**src/rtl/regfile_port_arbiter_pkg.sv**
```systemverilog
// Shared definitions for the register-file port arbiter: default widths,
// the hardwired zero register and the arbiter state encoding.
package regfile_port_arbiter_pkg;

  localparam int DATA_W_DEF = 32;
  localparam int ADDR_W_DEF = 5;
  localparam int REG_ZERO   = 0;

  localparam logic [2:0] ST_IDLE   = 3'd0;
  localparam logic [2:0] ST_PEND   = 3'd1;
  localparam logic [2:0] ST_STALL  = 3'd2;
  localparam logic [2:0] ST_ACCESS = 3'd3;
  localparam logic [2:0] ST_RESP   = 3'd4;

  typedef enum logic [2:0] {
    IDLE   = ST_IDLE,
    PEND   = ST_PEND,
    STALL  = ST_STALL,
    ACCESS = ST_ACCESS,
    RESP   = ST_RESP
  } arb_state_t;

endpackage

```
**src/rtl/regfile_port_arbiter_if.sv**
```systemverilog
// Debug requester <-> arbiter command channel: valid/ready command in,
// one-cycle completion strobe with read (or echoed write) data out.
interface regfile_port_arbiter_if
  import regfile_port_arbiter_pkg::*;
#(
  parameter int DATA_W = DATA_W_DEF,
  parameter int ADDR_W = ADDR_W_DEF
) ();

  logic              dbg_valid;
  logic              dbg_ready;
  logic              dbg_write;
  logic [ADDR_W-1:0] dbg_addr;
  logic [DATA_W-1:0] dbg_wdata;
  logic              dbg_rvalid;
  logic [DATA_W-1:0] dbg_rdata;

  modport master (
    output dbg_valid, dbg_write, dbg_addr, dbg_wdata,
    input  dbg_ready, dbg_rvalid, dbg_rdata
  );

  modport slave (
    input  dbg_valid, dbg_write, dbg_addr, dbg_wdata,
    output dbg_ready, dbg_rvalid, dbg_rdata
  );

endinterface

```
**src/rtl/regfile_port_arbiter.sv**
```systemverilog
// Shares the register file write port and read port A between the pipeline
// (WB write / ID read) and a debug requester; WB writes always win.
// state  | meaning
// IDLE   | ready for a debug command
// PEND   | debug write waiting for a WB gap, starvation counter running
// STALL  | pipeline freeze requested, waiting for stall_ack
// ACCESS | debug command owns the port (a WB write still takes precedence)
// RESP   | one-cycle completion strobe
module regfile_port_arbiter
  import regfile_port_arbiter_pkg::*;
#(
  parameter int DATA_W       = DATA_W_DEF,
  parameter int ADDR_W       = ADDR_W_DEF,
  parameter int STARVE_LIMIT = 8
) (
  input  logic                  i_clk,
  input  logic                  i_rst_n,
  input  logic                  i_wb_reg_write,
  input  logic [ADDR_W-1:0]     i_wb_write_address,
  input  logic [DATA_W-1:0]     i_wb_write_data,
  input  logic [ADDR_W-1:0]     i_id_read_addr_a,
  output logic                  o_stall_req,
  input  logic                  i_stall_ack,
  regfile_port_arbiter_if.slave dbg,
  output logic                  o_rf_reg_write,
  output logic [ADDR_W-1:0]     o_rf_write_address,
  output logic [DATA_W-1:0]     o_rf_write_data,
  output logic [ADDR_W-1:0]     o_rf_read_addr_a,
  input  logic [DATA_W-1:0]     i_rf_data_a
);

  localparam int                CNT_W       = $clog2(STARVE_LIMIT + 1);
  localparam logic [CNT_W-1:0]  STARVE_LAST = CNT_W'(STARVE_LIMIT - 1);
  localparam logic [ADDR_W-1:0] ADDR_ZERO   = ADDR_W'(REG_ZERO);

  arb_state_t        r_state;
  arb_state_t        w_state_nxt;
  logic [CNT_W-1:0]  r_starve_cnt;
  logic              r_cmd_write;
  logic [ADDR_W-1:0] r_cmd_addr;
  logic [DATA_W-1:0] r_cmd_wdata;
  logic [DATA_W-1:0] r_rdata;
  logic              r_from_stall;

  logic              w_accept;
  logic              w_starve_inc;
  logic              w_complete;
  logic              w_rf_we;
  logic [ADDR_W-1:0] w_rf_wa;
  logic [DATA_W-1:0] w_rf_wd;
  logic [ADDR_W-1:0] w_rf_ra;

  always_ff @(posedge i_clk) begin
    if (!i_rst_n) begin
      r_state      <= IDLE;
      r_starve_cnt <= '0;
      r_cmd_write  <= 1'b0;
      r_cmd_addr   <= '0;
      r_cmd_wdata  <= '0;
      r_rdata      <= '0;
      r_from_stall <= 1'b0;
    end else begin
      r_state <= w_state_nxt;
      if (w_accept) begin
        r_cmd_write  <= dbg.dbg_write;
        r_cmd_addr   <= dbg.dbg_addr;
        r_cmd_wdata  <= dbg.dbg_wdata;
        r_starve_cnt <= '0;
      end else if (w_starve_inc) begin
        r_starve_cnt <= r_starve_cnt + CNT_W'(1);
      end
      // Remembers that ACCESS was reached through a freeze, so the freeze is held.
      if (r_state == STALL && i_stall_ack) begin
        r_from_stall <= 1'b1;
      end else if (r_state != ACCESS) begin
        r_from_stall <= 1'b0;
      end
      if (w_complete) begin
        r_rdata <= r_cmd_write ? r_cmd_wdata : i_rf_data_a;
      end
    end
  end

  always_comb begin
    w_state_nxt  = r_state;
    w_accept     = 1'b0;
    w_starve_inc = 1'b0;
    w_complete   = 1'b0;
    case (r_state)
      IDLE: begin
        if (dbg.dbg_valid) begin
          w_accept    = 1'b1;
          w_state_nxt = dbg.dbg_write ? PEND : STALL;
        end
      end
      PEND: begin
        if (!i_wb_reg_write) begin
          w_state_nxt = ACCESS;
        end else begin
          w_starve_inc = 1'b1;
          if (r_starve_cnt == STARVE_LAST) begin
            w_state_nxt = STALL;
          end
        end
      end
      STALL: begin
        if (i_stall_ack) begin
          w_state_nxt = ACCESS;
        end
      end
      ACCESS: begin
        if (!r_cmd_write || !i_wb_reg_write) begin
          w_complete  = 1'b1;
          w_state_nxt = RESP;
        end
      end
      RESP:    w_state_nxt = IDLE;
      default: w_state_nxt = IDLE;
    endcase
  end

  always_comb begin
    w_rf_we = i_wb_reg_write;
    w_rf_wa = i_wb_write_address;
    w_rf_wd = i_wb_write_data;
    w_rf_ra = i_id_read_addr_a;
    if (r_state == ACCESS) begin
      if (r_cmd_write && !i_wb_reg_write) begin
        w_rf_we = 1'b1;
        w_rf_wa = r_cmd_addr;
        w_rf_wd = r_cmd_wdata;
      end else if (!r_cmd_write) begin
        w_rf_ra = r_cmd_addr;
      end
    end
  end

  assign o_rf_reg_write     = w_rf_we && (w_rf_wa != ADDR_ZERO);
  assign o_rf_write_address = w_rf_wa;
  assign o_rf_write_data    = w_rf_wd;
  assign o_rf_read_addr_a   = w_rf_ra;

  assign o_stall_req    = (r_state == STALL) || (r_state == ACCESS && r_from_stall);
  assign dbg.dbg_ready  = (r_state == IDLE);
  assign dbg.dbg_rvalid = (r_state == RESP);
  assign dbg.dbg_rdata  = r_rdata;

endmodule

```
**src/flat_wrapper.sv**
```systemverilog
// flat-port wrapper written by rule: the top's interface ports become plain ports
module regfile_port_arbiter_flat import regfile_port_arbiter_pkg::*;
#(
  parameter int DATA_W       = DATA_W_DEF,
  parameter int ADDR_W       = ADDR_W_DEF,
  parameter int STARVE_LIMIT = 8
)
  (i_clk, i_rst_n, i_wb_reg_write, i_wb_write_address, i_wb_write_data, i_id_read_addr_a, o_stall_req, i_stall_ack, o_rf_reg_write, o_rf_write_address, o_rf_write_data, o_rf_read_addr_a, i_rf_data_a, dbg_dbg_valid, dbg_dbg_write, dbg_dbg_addr, dbg_dbg_wdata, dbg_dbg_ready, dbg_dbg_rvalid, dbg_dbg_rdata);
  regfile_port_arbiter_if #(.DATA_W(DATA_W), .ADDR_W(ADDR_W)) dbg_i ();
  input  logic i_clk;
  input  logic i_rst_n;
  input  logic i_wb_reg_write;
  input  logic [ADDR_W-1:0] i_wb_write_address;
  input  logic [DATA_W-1:0] i_wb_write_data;
  input  logic [ADDR_W-1:0] i_id_read_addr_a;
  output logic o_stall_req;
  input  logic i_stall_ack;
  output logic o_rf_reg_write;
  output logic [ADDR_W-1:0] o_rf_write_address;
  output logic [DATA_W-1:0] o_rf_write_data;
  output logic [ADDR_W-1:0] o_rf_read_addr_a;
  input  logic [DATA_W-1:0] i_rf_data_a;
  input wire logic [$bits(dbg_i.dbg_valid)-1:0] dbg_dbg_valid;
  input wire logic [$bits(dbg_i.dbg_write)-1:0] dbg_dbg_write;
  input wire logic [$bits(dbg_i.dbg_addr)-1:0] dbg_dbg_addr;
  input wire logic [$bits(dbg_i.dbg_wdata)-1:0] dbg_dbg_wdata;
  output wire logic [$bits(dbg_i.dbg_ready)-1:0] dbg_dbg_ready;
  output wire logic [$bits(dbg_i.dbg_rvalid)-1:0] dbg_dbg_rvalid;
  output wire logic [$bits(dbg_i.dbg_rdata)-1:0] dbg_dbg_rdata;
  assign dbg_i.dbg_valid = dbg_dbg_valid;
  assign dbg_i.dbg_write = dbg_dbg_write;
  assign dbg_i.dbg_addr = dbg_dbg_addr;
  assign dbg_i.dbg_wdata = dbg_dbg_wdata;
  assign dbg_dbg_ready = dbg_i.dbg_ready;
  assign dbg_dbg_rvalid = dbg_i.dbg_rvalid;
  assign dbg_dbg_rdata = dbg_i.dbg_rdata;
  regfile_port_arbiter #(.DATA_W(DATA_W), .ADDR_W(ADDR_W), .STARVE_LIMIT(STARVE_LIMIT)) u_core (.i_clk(i_clk), .i_rst_n(i_rst_n), .i_wb_reg_write(i_wb_reg_write), .i_wb_write_address(i_wb_write_address), .i_wb_write_data(i_wb_write_data), .i_id_read_addr_a(i_id_read_addr_a), .o_stall_req(o_stall_req), .i_stall_ack(i_stall_ack), .dbg(dbg_i), .o_rf_reg_write(o_rf_reg_write), .o_rf_write_address(o_rf_write_address), .o_rf_write_data(o_rf_write_data), .o_rf_read_addr_a(o_rf_read_addr_a), .i_rf_data_a(i_rf_data_a));
endmodule
```
**config.mk**
```make
export PLATFORM = sky130hd
export DESIGN_NAME = regfile_port_arbiter_flat
export DESIGN_NICKNAME = d
export VERILOG_FILES = /design/src/rtl/regfile_port_arbiter_pkg.sv /design/src/rtl/regfile_port_arbiter_if.sv /design/src/rtl/regfile_port_arbiter.sv /design/src/flat_wrapper.sv
export SDC_FILE = /design/constraint.sdc
export NUM_CORES = 1
export LEC_CHECK = 0
export CORE_ASPECT_RATIO = 0.8
export CORE_MARGIN = 3
export CORE_UTILIZATION = 37
export CTS_BUF_LIST = sky130_fd_sc_hd__clkbuf_16
export CTS_CLUSTER_SIZE = 28
export DETAILED_ROUTE_END_ITERATION = 6
export PLACE_DENSITY = 0.78
export SYNTH_ARGS = -nofsm -noshare
export SYNTH_HDL_FRONTEND = slang
export SYNTH_SLANG_ARGS = --single-unit
export TNS_END_PERCENT = 50
```
**constraint.sdc**
```tcl
create_clock -name i_clk -period 1.9 [get_ports i_clk]
set_clock_uncertainty 0.15 [all_clocks]
set_input_delay 0.38 -clock i_clk [delete_from_list [all_inputs] [get_ports i_clk]]
set_output_delay 0.38 -clock i_clk [all_outputs]
set_load 0.1 [all_outputs]
```
==> flow_summary.yaml, run 1 <==
clocking:
  clk-insertion-delay-late_ns: 0.33
  clock_tree_from_tritoncts: "done"
  clk_path_buf_depth: 2
  cts-buffers-inserted: 9
  worst_setup_hold_path_clk_slew_ns: 0.06
  cts-hold-fix-buffers: 0
  htree_num_levels: 3
  clock_sinks: 78
  cts_root_buf: "clkbuf_16"
synth:
  synth.avg_cell_area_um2: 9.44
  main_combinational_cell_family_by_area_after_synthesis: "multiplexers"
  synthXorXnorAreaFrac_pct: 0.674
  synth-seq-cells: 78
  post_synth_inst_count: 413
  synth-main-ff-cell: "dfxtp_1"
  yosys_warnings: 0
  count_of_distinct_cell_types_in_the_synthesized_netlist: 35
  synth.top_cells.by_area: "dfxtp_1 40%, nand2_1 11%, mux2i_1 9.2%"
  post-synth-top-count-cell: "nand2_1"
  post-synth-top-area-cell: "dfxtp_1"
  synth_largest_type_area_fraction_pct: 40.1
  async_reset_ff_share_pct: 0
  synth_mux_area_share_pct: 21.4
  share_of_synthesized_cell_area_in_full_adder_half_adder_and_majority_cells_pct: 0.321
  synth_simple_gate_area_share_pct: 15.6
  synth_compound_area_share_pct: 17.0
  synth.net_count: 531
  synth.cells.most_frequent: "115 x nand2_1, 78 x dfxtp_1, 36 x a21boi_0, 36 x mux2i_1, 32 x o211a_1"
  synth-edff-count: 0
  synth-seq-area-share_pct: 40.1
  synthesis.area_mm2: 0.00390
worst_setup_path:
  critical_path.cell_chain: "nand2_4 > nor4b_4 > buf_6 > buf_12 > mux2_4 > buf_12"
  cp-start-kind: "flip-flop"
  critical-path-top-delay-family: "buffers and inverters"
  cp.required_ns: 1.37
  timing.critical_path.fanout_max: 11
  endpoint_kind: "primary output"
  crit_buf_inv: 3
  timing.critical_path.arrival_ns: 1.83
  regToRegStartpoint: "u_core.r_cmd_write"
  logic_depth_of_the_worst_setup_path_including_buffers: 6
  crit_type: "flip-flop to primary output"
  ff2ff_path_depth: 6
  slowest_delay_ns: 0.36
  cpMaxStageDelayCell: "dfxtp_4"
  critPathMostFrequentCell: "buf_12"
  critical_path.startpoint: "u_core.r_state[0]"
timing:
  min_period_ns: 2.36
  drv_slew: 0
  setup_repair_after_global_routing_missed_its_margin: "yes"
  tightestPinTransition_ns: 0.310
  layout_setup_ws_ns: -0.455
  final_setup_viols: 43
  max_slew_margin_pct: 79.3
  finalHoldViolCount: 0
  fmax_mhz: 425
  final.period_utilization_pct: 124
detailed_routing:
  detailroute.wirelength.met2_um: 6640
  routedWlPerCell_um: 17.9
  drtAntennaViolNets: 0
  via_density: 5.09
  detailed_route_via_count: 3849
  detail_route.wirelength_um: 13500
  routed_metal_1_wire_length_um: 5440
  detail_route.drc_violations: 0
  first_pass_iteration_count_of_the_detailed_router: 5
  first_iter_violations: 176
  detailroute.wirelength.met3_um: 1210
  maxUsedRoutingLayer: "met4"
finish:
  drive_gt1_share_pct: 30.0
  finish.instance_area_mm2: 0.00751
  post_layout_nonfiller_instances: 756
  area_growth_syn_to_layout_pct: 92.6
  finish.net_count: 733
  num_antenna_cells: 0
placed_design:
  io_buffers: 194
  gp_congestion: 0.795
  numPlacedInstances: 737
  dpl_cell_area_mm2: 0.00709
  hpwlAfterDp_um: 10200
outcome:
  outcome: "finished, violations left"
  violations: "setup timing"
die:
  die-area_mm2: 0.0118
  initial_utilization_pct: 39.1
  placementRows: 32
  pin_count: 195
  coreArea_mm2: 0.00997
  die_w_um: 121
  die_height_um: 97.8
pwr:
  switching_share_pct: 43.1
  seq_power_share_pct: 27.3
  switchingPower_mw: 3.55
  report.power.total_mw: 8.24
  comb_power_share_pct: 53.0
  power.static_leakage_nw: 3.33
  cellInternalPower_mw: 4.69
  p_per_area_mw_per_mm2: 1100
  max-vdd-ir-drop_v: 0.000578
  p_clk_share_pct: 19.7
global_route:
  first_global_vias: 4127
  global_route.usage.total_pct: 22.9
  grt_overflow: 0
  maximum_number_of_pins_on_one_net_before_global_route_repair: 34
  antenna_found_initial: 0
  first_pass_grt_wire_length_um: 21200
hold_path:
  hold_class: "flip-flop to flip-flop"
  hold-path-cell-count: 2
  worstHoldStart: "u_core.r_cmd_wdata[0]"
flow_run:
  cap_violations: 0
cells by family (layout without fill, tap and decap cells):
group	count (synthesis)	in the layout
compound gates	79	79
simple gates	140	140
flops	78	78
xor+xnor	3	3
mux	78	78
fa+ha+maj	1	1
buf+inv	34	241
power by group through the flow:
stage	combinational, mW	clock [mW]	sequential [mW]
after global routing	4.56	1.72	2.29
final	4.37	1.62	2.25
after CTS	4.38	1.66	2.25
after floorplan	1.90	0	3.04
after detailed placement	4.33	0	2.27
after global placement	4.26	0	2.25
path summary, 6_finish.rpt:
check,to,slack (ns)
hold reg to reg,u_core.r_cmd_wdata[0],0.33
hold / removal,u_core.r_cmd_wdata[0],0.33
setup / recovery,o_rf_write_data[1],-0.46
setup reg to reg,u_core.dbg.dbg_rdata[13],0.09
flip-flops by register name (all words and copies together), names as in the netlist:
signal                cells
u_core.dbg.dbg_rdata     32
u_core.r_cmd_addr         5
u_core.r_cmd_wdata       32
u_core.r_cmd_write        1
u_core.r_from_stall       1
u_core.r_starve_cnt       4
u_core.r_state            3
worst register-to-register path: cells and delay by family (launching register included):
family,cells,cell delay (ns)
flops,1,0.33
buf+inv,3,0.57
compound gates,1,0.23
simple gates,2,0.42
area by class of cell:
type / instances / area, um^2
timing repair buffer: 225 / 3100
clock buffer: 10 / 250
fill: 645 / 2460
multi-input combinational: 301 / 2390
tap: 136 / 170
clock inverter: 6 / 35.0
sequential: 78 / 1570
repair_timing:
item                                    CTS  global route
gates resized for setup                  22             8
gates cloned                              2             0
pin swaps                                 2             3
endpoints found under the setup margin   45            79
setup buffers                             3             0
routing by layer:
metal / up-vias / GRT usage (%)
li1: 1839 / -
met1: 1828 / 25.8
met2: 161 / 39.7
met3: 21 / 8.98
met4: 0 / 7.23
met5: - / 0
per-stage QoR:
| step | setup TNS (ns) | hold WS [ns] | util (%) | worst slack [ns] |
|---|---|---|---|---|
| 2_1_floorplan | -16.48 | 0.294 | - | -0.299 |
| 3_3_place_gp | -31.55 | 0.307 | 71.1 | -0.690 |
| 3_5_place_dp | -33.16 | 0.318 | 71.1 | -0.723 |
| 4_1_cts | -21.26 | 0.328 | 75.6 | -0.576 |
| 5_1_grt | -20.91 | 0.344 | 75.3 | -0.519 |
| 6_report | -17.89 | 0.325 | 75.3 | -0.455 |
cell usage in the layout, fill, tap and decap left out, types with 2 or more instances in the layout:
master / Yosys / routed
a21boi_1: 2 / 20
buf_6: 5 / 5
mux2_4: 0 / 42
o21ai_0: 4 / 2
clkdlybuf4s50_1: 0 / 111
dfxtp_2: 0 / 3
buf_12: 0 / 88
nand2_1: 115 / 113
dlygate4sd2_1: 0 / 2
nor2_1: 7 / 7
dlymetal6s2s_1: 0 / 2
nand2_4: 0 / 2
o211a_1: 32 / 32
nor3b_4: 0 / 2
clkinv_1: 0 / 2
clkbuf_16: 0 / 10
a21boi_0: 36 / 18
mux2i_1: 36 / 36
or4_4: 0 / 2
dfxtp_1: 78 / 74
clkinvlp_4: 0 / 3
xor2_1: 2 / 2
nor3_4: 1 / 2
buf_4: 2 / 16
No activity file was read; power rests on OpenSTA's default activity.
==> inputs of run 2 (changes only) <==
--- a/config.mk
+++ b/config.mk
@@ -11,3 +11,3 @@
 export CTS_BUF_LIST = sky130_fd_sc_hd__clkbuf_16
-export CTS_CLUSTER_SIZE = 28
+export CTS_CLUSTER_SIZE = 30
 export DETAILED_ROUTE_END_ITERATION = 6
==> constraint.sdc (replaced) <==
create_clock -name i_clk -period 1.9 [get_ports i_clk]
set_clock_uncertainty 0.15 [all_clocks]
set_input_delay 0.475 -clock i_clk [delete_from_list [all_inputs] [get_ports i_clk]]
set_output_delay 0.475 -clock i_clk [all_outputs]
set_load 0.1 [all_outputs]
==> run 2 against run 1 <==
  * The flow still finishes with violations (setup timing)
  * Fmax shrank 5.7%
  * Critical path type unchanged
  * Critical path depth is the same
  * Final area grew 0.70%
  * Largest power group unchanged
  * Power grew 1.5%
  * Register-to-register slack is essentially flat
  * First-iteration DRC count grew 18%
  * Sequential share of layout area shrank 0.15 points
  * Utilization grew 0.53 points
==> flow_summary.yaml, run 2 (synthesized netlist as in run 1, its figures left out) <==
worst_setup_path:
  crit_type: "flip-flop to primary output"
  endpoint_kind: "primary output"
  crit_buf_inv: 3
  cp.required_ns: 1.27
  cpMaxStageDelayCell: "dfxtp_2"
  timing.critical_path.arrival_ns: 1.87
  critical_path.cell_chain: "nand2_4 > nor4b_4 > buf_6 > buf_12 > mux2_4 > buf_12"
  cp-start-kind: "flip-flop"
  critical-path-top-delay-family: "buffers and inverters"
  timing.critical_path.fanout_max: 7
  critPathMostFrequentCell: "buf_12"
  slowest_delay_ns: 0.35
timing:
  tightestPinTransition_ns: 0.421
  setup_repair_after_global_routing_missed_its_margin: "yes"
  finalSetupTns_ns: -23.93
  final_setup_viols: 46
  drv_slew: 0
  final.period_utilization_pct: 131
  max_slew_margin_pct: 71.9
  layout_setup_ws_ns: -0.597
  fmax_mhz: 401
  finalHoldViolCount: 0
  min_period_ns: 2.50
die:
  die_height_um: 97.8
  initial_utilization_pct: 39.1
  placementRows: 32
  die-area_mm2: 0.0118
  pin_count: 195
  coreArea_mm2: 0.00997
  die_w_um: 121
clocking:
  cts_root_buf: "clkbuf_16"
  htree_num_levels: 3
  clk-insertion-delay-late_ns: 0.32
  worst_setup_hold_path_clk_slew_ns: 0.06
  cts-buffers-inserted: 9
  clk_path_buf_depth: 2
  cts-hold-fix-buffers: 0
  clock_tree_from_tritoncts: "done"
  clock_sinks: 78
global_route:
  antenna_found_initial: 1
  groute.layer.met3.usage_pct: 9.15
  first_global_vias: 3962
  grt_use_met1_pct: 25.9
  global_route.usage.total_pct: 21.8
  grt_overflow: 0
  first_pass_grt_wire_length_um: 20800
  use_met2_pct: 37.2
  maximum_number_of_pins_on_one_net_before_global_route_repair: 43
  most_heavily_used_metal_layer_in_global_routing: "met2"
placed_design:
  hpwlAfterDp_um: 9660
  io_buffers: 194
  dpl_cell_area_mm2: 0.00709
  gp_congestion: 0.798
finish:
  drive_gt1_share_pct: 29.7
  area_growth_syn_to_layout_pct: 94.0
  final_common_cell: "nand2_1"
  fillCellCount: 642
  layout.core_utilization_pct: 75.9
  finish.instance_area_mm2: 0.00756
  finish.net_count: 734
  most-common-layout-cells: "113 x nand2_1, 110 x clkdlybuf4s50_1, 89 x buf_12"
  num_antenna_cells: 0
detailed_routing:
  first_iter_violations: 207
  detailed_route_via_count: 3771
  routedWlPerCell_um: 17.3
  drtAntennaViolNets: 0
  first_pass_iteration_count_of_the_detailed_router: 6
  via_density: 4.99
  detail_route.drc_violations: 0
  detail_route.wirelength_um: 13000
pwr:
  p_per_area_mw_per_mm2: 1110
  power.static_leakage_nw: 3.39
  max-vdd-ir-drop_v: 0.000741
outcome:
  outcome: "finished, violations left"
  violations: "setup timing"
hold_path:
  hold_class: "flip-flop to flip-flop"
flow_run:
  cap_violations: 0
run 2: worst paths after layout:
| kind | startpoint | endpoint | slack (ns) | depth (start not counted) |
|---|---|---|---|---|
| min reg2reg | u_core.r_cmd_wdata[22] | u_core.r_cmd_wdata[22] | 0.32 | 2 |
| max reg2reg | u_core.r_cmd_write | u_core.dbg.dbg_rdata[6] | 0.10 | 6 |
| max | u_core.r_state[1] | o_rf_write_data[11] | -0.60 | 6 |
| min | u_core.r_cmd_wdata[22] | u_core.r_cmd_wdata[22] | 0.32 | 2 |
run 2: layout make-up:
cell class,count,area (um^2),share of cell area (%)
Timing Repair Buffer,226,3150,41.6
Multi-Input combinational cell,301,2370,31.4
Sequential cell,78,1570,20.7
Clock buffer,9,225,2.98
Tap cell,136,170,2.25
Clock inverter,6,77.6,1.03
run 2: report_power, final:
| part | total [mW] | leakage [nW] | switching (mW) | internal [mW] |
|---|---|---|---|---|
| Sequential | 2.24 | 0.638 | 0.286 | 1.95 |
| Combinational | 4.37 | 2.60 | 2.58 | 1.79 |
| Clock | 1.76 | 0.150 | 0.633 | 1.13 |
run 2: timing repair:
item                       CTS  global route
cloned                       2             1
setup endpoints to repair   66            58
buffers inserted             2             1
pin swaps                    4             5
gates resized for setup     23             7
run 2: metal layers:
layer	routed length, um	part of all wire, %
met1	5300	41
met2	6250	48
met3	1380	11
met4	102	0.78
met5	13	0.10
run 2: through the flow:
stage	power (mW)	hold WS (ns)	std cells	worst slack, ns
2_1_floorplan	4.95	0.294	413	-0.299
3_3_place_gp	6.53	0.305	736	-0.815
3_5_place_dp	6.61	0.318	736	-0.811
4_1_cts	8.43	0.325	755	-0.709
6_report	8.37	0.323	756	-0.597
5_1_grt	8.71	0.353	756	-0.662
run 2: worst reg2reg max path: stages (launching register included):
cell and delay [ns]:
dfxtp_2 0.32, buf_4 0.12, buf_12 0.25, nand2_1 0.12
and4b_2 0.32, buf_4 0.20, o211a_1 0.21
==> inputs of run 3 (changes only) <==
- CAP_MARGIN: unset -> 10
==> results of run 3 <==
Final layout, timing and power as in run 2 (identical DEF).
